$ cat src/rtl/switch_irq_ctrl.sv
// APB3 switch/button interrupt controller: per-channel synchroniser, debouncer, edge detect,
// sticky W1C status and a maskable level IRQ. Define SWITCH_IRQ_EVCNT_EN for per-channel event counters.
module switch_irq_ctrl #(
    parameter int NCH     = 4,
    parameter int DB_BITS = 16
) (
    input  logic             PCLK,
    input  logic             PRESET,
    input  logic             PSEL,
    input  logic             PENABLE,
    input  logic             PWRITE,
    input  logic [31:0]      PADDR,
    input  logic [31:0]      PWDATA,
    output logic [31:0]      PRDATA,
    output logic             PREADY,
    output logic             PSLVERR,
    input  logic [NCH-1:0]   SW,
    output logic             IRQ,
    output logic [NCH-1:0]   EVT
);

`ifdef SWITCH_IRQ_EVCNT_EN
    localparam int          AW    = 5;
    localparam logic [15:0] ID_HI = 16'h5A18;
`else
    localparam int          AW    = 3;
    localparam logic [15:0] ID_HI = 16'h5A17;
`endif

    localparam logic [AW-1:0] A_LEVEL   = AW'(0);
    localparam logic [AW-1:0] A_STATUS  = AW'(1);
    localparam logic [AW-1:0] A_IRQ_EN  = AW'(2);
    localparam logic [AW-1:0] A_RISE_EN = AW'(3);
    localparam logic [AW-1:0] A_FALL_EN = AW'(4);
    localparam logic [AW-1:0] A_ID      = AW'(5);

    logic [AW-1:0]      reg_idx;
    logic               wr_en;
    logic [NCH-1:0]     wr_data;
    logic [NCH-1:0]     w1c;
    logic               unused_bits;

    logic [NCH-1:0]     sync_p0;
    logic [NCH-1:0]     sync_p1;
    logic [DB_BITS-1:0] cnt [NCH];
    logic [NCH-1:0]     db;
    logic [NCH-1:0]     db_q;
    logic [NCH-1:0]     rise;
    logic [NCH-1:0]     fall;
    logic [NCH-1:0]     ev;

    logic [NCH-1:0]     status;
    logic [NCH-1:0]     irq_en;
    logic [NCH-1:0]     rise_en;
    logic [NCH-1:0]     fall_en;
    logic [31:0]        rdata;

    assign reg_idx     = PADDR[AW+1:2];
    assign wr_en       = PSEL & PENABLE & PWRITE;
    assign wr_data     = PWDATA[NCH-1:0];
    assign w1c         = (wr_en && reg_idx == A_STATUS) ? wr_data : '0;
    assign unused_bits = ^{PADDR[31:AW+2], PADDR[1:0], PWDATA[31:NCH]};

    assign PREADY  = 1'b1;
    assign PSLVERR = 1'b0;

    // Stage p0/p1: two-flop synchroniser on the inverted (pressed = 1) switch inputs,
    // followed by the debounce counters which toggle db only after 2^DB_BITS stable cycles
    always_ff @(posedge PCLK) begin
        if (PRESET) begin
            sync_p0 <= '0;
            sync_p1 <= '0;
            db      <= '0;
            db_q    <= '0;
            for (int i = 0; i < NCH; i++) begin
                cnt[i] <= '0;
            end
        end else begin
            sync_p0 <= ~SW;
            sync_p1 <= sync_p0;
            db_q    <= db;
            for (int i = 0; i < NCH; i++) begin
                if (sync_p1[i] == db[i]) begin
                    cnt[i] <= '0;
                end else if (&cnt[i]) begin
                    cnt[i] <= '0;
                    db[i]  <= ~db[i];
                end else begin
                    cnt[i] <= cnt[i] + 1'b1;
                end
            end
        end
    end

    // Edge detect on the debounced level
    assign rise = db & ~db_q;
    assign fall = ~db & db_q;
    assign ev   = (rise & rise_en) | (fall & fall_en);

    // Control/status registers; a new event beats a simultaneous W1C of the same bit
    always_ff @(posedge PCLK) begin
        if (PRESET) begin
            status  <= '0;
            irq_en  <= '0;
            rise_en <= '0;
            fall_en <= '0;
            IRQ     <= 1'b0;
            EVT     <= '0;
        end else begin
            status <= (status & ~w1c) | ev;
            if (wr_en && reg_idx == A_IRQ_EN)  irq_en  <= wr_data;
            if (wr_en && reg_idx == A_RISE_EN) rise_en <= wr_data;
            if (wr_en && reg_idx == A_FALL_EN) fall_en <= wr_data;
            IRQ <= |(status & irq_en);
            EVT <= ev;
        end
    end

`ifdef SWITCH_IRQ_EVCNT_EN
    logic [7:0] evcnt [NCH];

    // Saturating event counters; a clear coinciding with an event keeps that event
    always_ff @(posedge PCLK) begin
        if (PRESET) begin
            for (int i = 0; i < NCH; i++) begin
                evcnt[i] <= '0;
            end
        end else begin
            for (int i = 0; i < NCH; i++) begin
                if (wr_en && reg_idx == AW'(8 + i)) begin
                    evcnt[i] <= {7'd0, ev[i]};
                end else if (ev[i] && evcnt[i] != 8'hFF) begin
                    evcnt[i] <= evcnt[i] + 8'd1;
                end
            end
        end
    end
`endif

    always_comb begin
        rdata = '0;
        if (PSEL && !PWRITE) begin
            case (reg_idx)
                A_LEVEL:   rdata = 32'(db);
                A_STATUS:  rdata = 32'(status);
                A_IRQ_EN:  rdata = 32'(irq_en);
                A_RISE_EN: rdata = 32'(rise_en);
                A_FALL_EN: rdata = 32'(fall_en);
                A_ID:      rdata = {ID_HI, 8'(NCH), 8'(DB_BITS)};
                default:   rdata = '0;
            endcase
`ifdef SWITCH_IRQ_EVCNT_EN
            for (int i = 0; i < NCH; i++) begin
                if (reg_idx == AW'(8 + i)) rdata = 32'(evcnt[i]);
            end
`endif
        end
    end

    assign PRDATA = rdata;

endmodule

$ cat config.mk
export PLATFORM = sky130hd
export DESIGN_NAME = switch_irq_ctrl
export DESIGN_NICKNAME = d
export VERILOG_FILES = /design/src/rtl/switch_irq_ctrl.sv
export SDC_FILE = /design/constraint.sdc
export NUM_CORES = 1
export LEC_CHECK = 0
export BUFFER_PORTS_ARGS = -buffer_cell sky130_fd_sc_hd__buf_2
export CAP_MARGIN = 20
export CORE_MARGIN = 2
export CORE_UTILIZATION = 45
export CTS_BUF_LIST = sky130_fd_sc_hd__clkbuf_16
export CTS_CLUSTER_DIAMETER = 40
export DETAILED_ROUTE_END_ITERATION = 8
export HOLD_SLACK_MARGIN = 0.05
export PLACE_DENSITY = 0.71
export SKIP_LAST_GASP = 1
export SLEW_MARGIN = 30
export SYNTH_ARGS = -nofsm -noshare
export SYNTH_HDL_FRONTEND = slang
export SYNTH_SLANG_ARGS = --single-unit
$ cat constraint.sdc
create_clock -name PCLK -period 1.95 [get_ports PCLK]
set_input_delay 0.195 -clock PCLK [delete_from_list [all_inputs] [get_ports PCLK]]
set_output_delay 0.195 -clock PCLK [all_outputs]
set_load 0.01 [all_outputs]
# Word-level counts from Yosys, hierarchy flattened
# Memories as Yosys holds them, arrays and structs flattened.
# Cells that the tools add are included.
word_totals:
  regBits: 37
  latch_bits: 0
  ram_bits: 64
  rom_bits: 0
  in_bits: 73
  out_inout_bits: 39
  word_cells: 138
  n_memories: 1
op_classes:
  add_sub_neg: 4
  multipliers: 0
  n_div: 0
  magnitude_cmp: 0
  n_eq_ne: 9
  shift: 0
  muxes: 61
  bitwise: 34
  reduce_logical: 16
mem_list:
  columns: ["memory", "words", "width", "read_ports", "rd_clocked_by_memory_dff", "write_ports", "line_no", "text"]
  rows:
  - ["cnt", 4, 16, 4, 0, 4, "45", "logic [DB_BITS-1:0] cnt [NCH];"]
ops:
  columns: ["op", "count"]
  rows:
  - ["$mux W16", 12]
  - ["$pmux W31 S6", 1]
  - ["$reduce_and A17 Y1", 4]
  - ["$add A16 B1 Y16 const B", 4]
  - ["$reduce_and A16 Y1", 4]
  - ["$mux W1", 46]
  - ["$mux W31", 1]
  - ["$and A4 B4 Y4", 6]
  - ["$not A4 Y4", 4]
  - ["$or A1 B1 Y1", 12]
  - ["$not A1 Y1", 8]
  - ["$or A4 B4 Y4", 2]
  - ["$eq A3 B2 Y1 const B", 2]
  - ["$eq A3 B3 Y1 const B", 2]
  - ["$logic_and A1 B1 Y1", 5]
  - ["$eq A1 B1 Y1", 4]
  - ["$mux W4", 1]
  - ["$reduce_or A4 Y1", 1]
  - ["$eq A3 B1 Y1 const B", 1]
  - ["$logic_not A3 Y1", 1]
  - ["$and A1 B1 Y1", 2]
  - ["$logic_not A1 Y1", 1]

# Depth between registers and ports, before layout
# An unclocked memory read counts as a cell.
depth:
  word_depth: 8
  mapped_depth: 7
  ltp_nobuf: 5

# Least setup slack after synthesis
# No wires, ideal clock.
synth_path:
  path_type: "register to register"
  startpoint: "memory cnt[0][0]"
  endpoint: "memory cnt[0][7] (data pin)"
  arrival_ns: 1.491
  path_slack_ns: 0.205
  path_stages_with_launch: 8
  path_cell_list: "edfxtp_1 ha_1 and3_1 buf_2 nand4_1 o21ai_1 buf_4 nor2_1"
synth_lines:
  columns: ["element", "line_no"]
  rows:
  - ["from (decl)", "45"]

==> impl_metrics.ini <==
[worst_setup_path]
reg2reg_from = cnt[3][0]
worst_ep_required_time_ps = 2040
worst_setup_path_end_kind = register
r2r.worst_path.cells = 5
startpoint_type = register
cp_data_arrival_time_ps = 1880
regToRegEndpoint = cnt[3][3]
criticalPathCategory = register to register
path_max_fanout = 12
worst-r2r-setup-slack_ps = 160

[yosys]
avg_synthesized_cell_area_sq_um = 10.2
synth_seq_area_share_pct = 52.0
synthArstFlopShare_pct = 0
synthFlopType = sky130_fd_sc_hd__edfxtp_1
yosysWarnings = 0
yosysUniqueCellTypes = 48
synthesis.area_sq_um = 5120
netlist_instances = 500
synth_enable_flop_cells = 64
ys_ff_latch = 101

[sta]
maxClockFrequency_mhz = 557
grt_setup_unrepaired = no
post-route-min-period_ps = 1790
finalSetupViolations = 0
timing.slew.headroom_pct = 59.2
final-max-slew-violation-count = 0
timing_worst_slew_pin_value_ps = 610
post_route_clock_skew_ps = 5.80
period_share_pct = 92.0
tns_ps = 0
timing.final.hold_violations = 0

[routing]
drt_pre_antenna_iters = 5
vias_per_inst = 4.86
dr.first_iter.drc_count = 142
wl_microns = 9190
vias = 3605
route.antenna.remaining_nets = 0
post_drt_wl_per_cell_microns = 12.4
route.detailed.drc = 0

[clocking]
holdBufCountCts = 4
tritoncts = done
numCtsBuffers = 9
cts_max_level = 3
cts.sink_count = 101
clk_path_buf_depth = 2
worst_setup_hold_path_clk_slew_ps = 70
cts.repair.resized = 0
clockRootBuffer = sky130_fd_sc_hd__clkbuf_16
post_cts_buffers = 0
clk-insertion-delay-late_ps = 350

[min_path]
worst_hold_path.endpoint = rise_en[1]
timing.hold.worst.class = input pin to register
min_path_cells = 3
min_from = PWDATA[1]

[finish]
syn2layout_area_growth_pct = 15.2
finish.net_count = 673
final.fill_count = 997
layout-drive-gt1-share_pct = 12.0
layout.cell_area.non_filler_sq_um = 5900

[floorplanning]
die_y_microns = 111
floorplan.rows = 38
die_width_microns = 111
floorplan.initialDensity_pct = 46.6
design.portCount = 112
die-area_sq_um = 12300
floorplan.core_area_sq_um = 11000

[run_status]
status = completed

[global_routing]
globalRouteTotalUtil_pct = 15.1
antenna_found_initial = 1
globalRoute.totalOverflow = 0
grt_first_pass_wirelength_microns = 15400
grt_start_max_net_pins = 36
first_global_vias = 3397

[power]
pwr_density_cell_nw_per_um2 = 750
p_leak_nw = 2.37
worst_ir_drop_vdd_mv = 0.420

[placement]
post_dp_hpwl_microns = 6540
placement.cell_area_sq_um = 5550
gp_routability_congestion = 0.782
io_buffer_count = 34

[run]
max-cap-violations = 0
[metrics by stage]
step           setup WS [ps]  total power [mW]  util, %  instances  hold WS, ps
6_report                 156              4.43     53.7        742          131
3_5_place_dp             188              2.65     50.6        721          366
5_1_grt                 10.6              4.57     53.7        741          162
4_1_cts                  143              4.45     53.7        741          128
3_3_place_gp             241              2.64     50.6        721          370
2_1_floorplan            205              2.62        -        582          262
[registers in the layout, summed over array words and instances, names as in the netlist]
name     count
cnt         64
db           4
rise_en      4
sync_p0      4
sync_p1      4
IRQ          1
irq_en       4
status       4
EVT          4
fall_en      4
db_q         4
[how the worst max path moves through the flow]
stage                     startpoint    endpoint  cells after the start
after global routing       cnt[3][0]   cnt[3][5]                      5
after detailed placement   cnt[3][0]  cnt[3][13]                      5
after global placement     cnt[3][0]   cnt[3][4]                      5
final                      cnt[3][0]   cnt[3][3]                      5
after CTS                  cnt[3][0]  cnt[3][13]                      5
after floorplan            cnt[0][0]   cnt[0][7]                      7
[cell usage in the layout (no fill, tap or decap), drive strengths merged, types with 4 or more instances in the layout]
master and n:
xor2 27, xnor2 29, ha 4, conb 84
o21ai 4, nor4 12, dlygate4sd3 4, buf 42
nand3 22, nand4 19, nor2b 13, a31o 6
edfxtp 64, and3 6, a21oi 10, and4 6
nor3 9, mux2i 16, inv 20, nand2 29
mux2 4, clkbuf 11, nor2 92, dfxtp 37
[Yosys cell counts, types with 9 or more instances]
cell	number	area [sq um]
sky130_fd_sc_hd__edfxtp_1	64	1920
sky130_fd_sc_hd__inv_1	16	60.1
sky130_fd_sc_hd__nand4_1	17	106
sky130_fd_sc_hd__nand2_1	29	109
sky130_fd_sc_hd__nor3_1	9	45.0
sky130_fd_sc_hd__buf_4	30	225
sky130_fd_sc_hd__mux2i_1	16	160
sky130_fd_sc_hd__nand3_1	22	110
sky130_fd_sc_hd__a21oi_1	10	50.1
sky130_fd_sc_hd__nor4_1	11	68.8
sky130_fd_sc_hd__dfxtp_1	37	741
sky130_fd_sc_hd__xnor2_1	29	254
sky130_fd_sc_hd__nor2b_1	13	81.3
sky130_fd_sc_hd__nor2_1	91	342
sky130_fd_sc_hd__xor2_1	27	236
[layout make-up]
class                   instances  area, sq um  area share [%]
well taps                     140          175            2.97
diodes                          1         2.50          0.0424
repair buffers                 46          270            4.58
clock buffers                  11          275            4.67
inverters                      16         60.1            1.02
clock inverters                 5         27.5           0.467
flip-flops and latches        101         2660            45.1
multi-input cells             422         2430            41.1
[power by group]
| part | switching [mW] | internal [mW] |
|---|---|---|
| clock | 0.793 | 1.02 |
| sequential | 0.0638 | 2.34 |
| combinational | 0.135 | 0.0807 |
[worst max-delay path: stages, from the launching register on]
cell and delay (ps):
sky130_fd_sc_hd__edfxtp_1 410, sky130_fd_sc_hd__ha_1 240, sky130_fd_sc_hd__nand3_1 160, sky130_fd_sc_hd__nor3_1 260, sky130_fd_sc_hd__a31o_2 370, sky130_fd_sc_hd__nor2_1 90
[layer usage]
metal	vias up	share of wire, %	GRT usage [%]
met5	-	0	0
met4	0	1.9	6.92
met3	12	4.6	2.62
met2	92	47	24.9
met1	1661	47	19.5
li1	1840	-	-
[kinds of logic after synthesis]
logic type,count (synthesis),share of synthesized area [%]
AOI/OAI and AO/OA,33,4.49
xor gates and xnor gates,56,9.57
adders and majority gates,4,0.977
buffers and inverters,59,6.67
DFF,101,52.0
muxes,21,4.45
other,2,0.147
and+or+nand+nor,224,21.7
(Power assumes the default switching activity.)
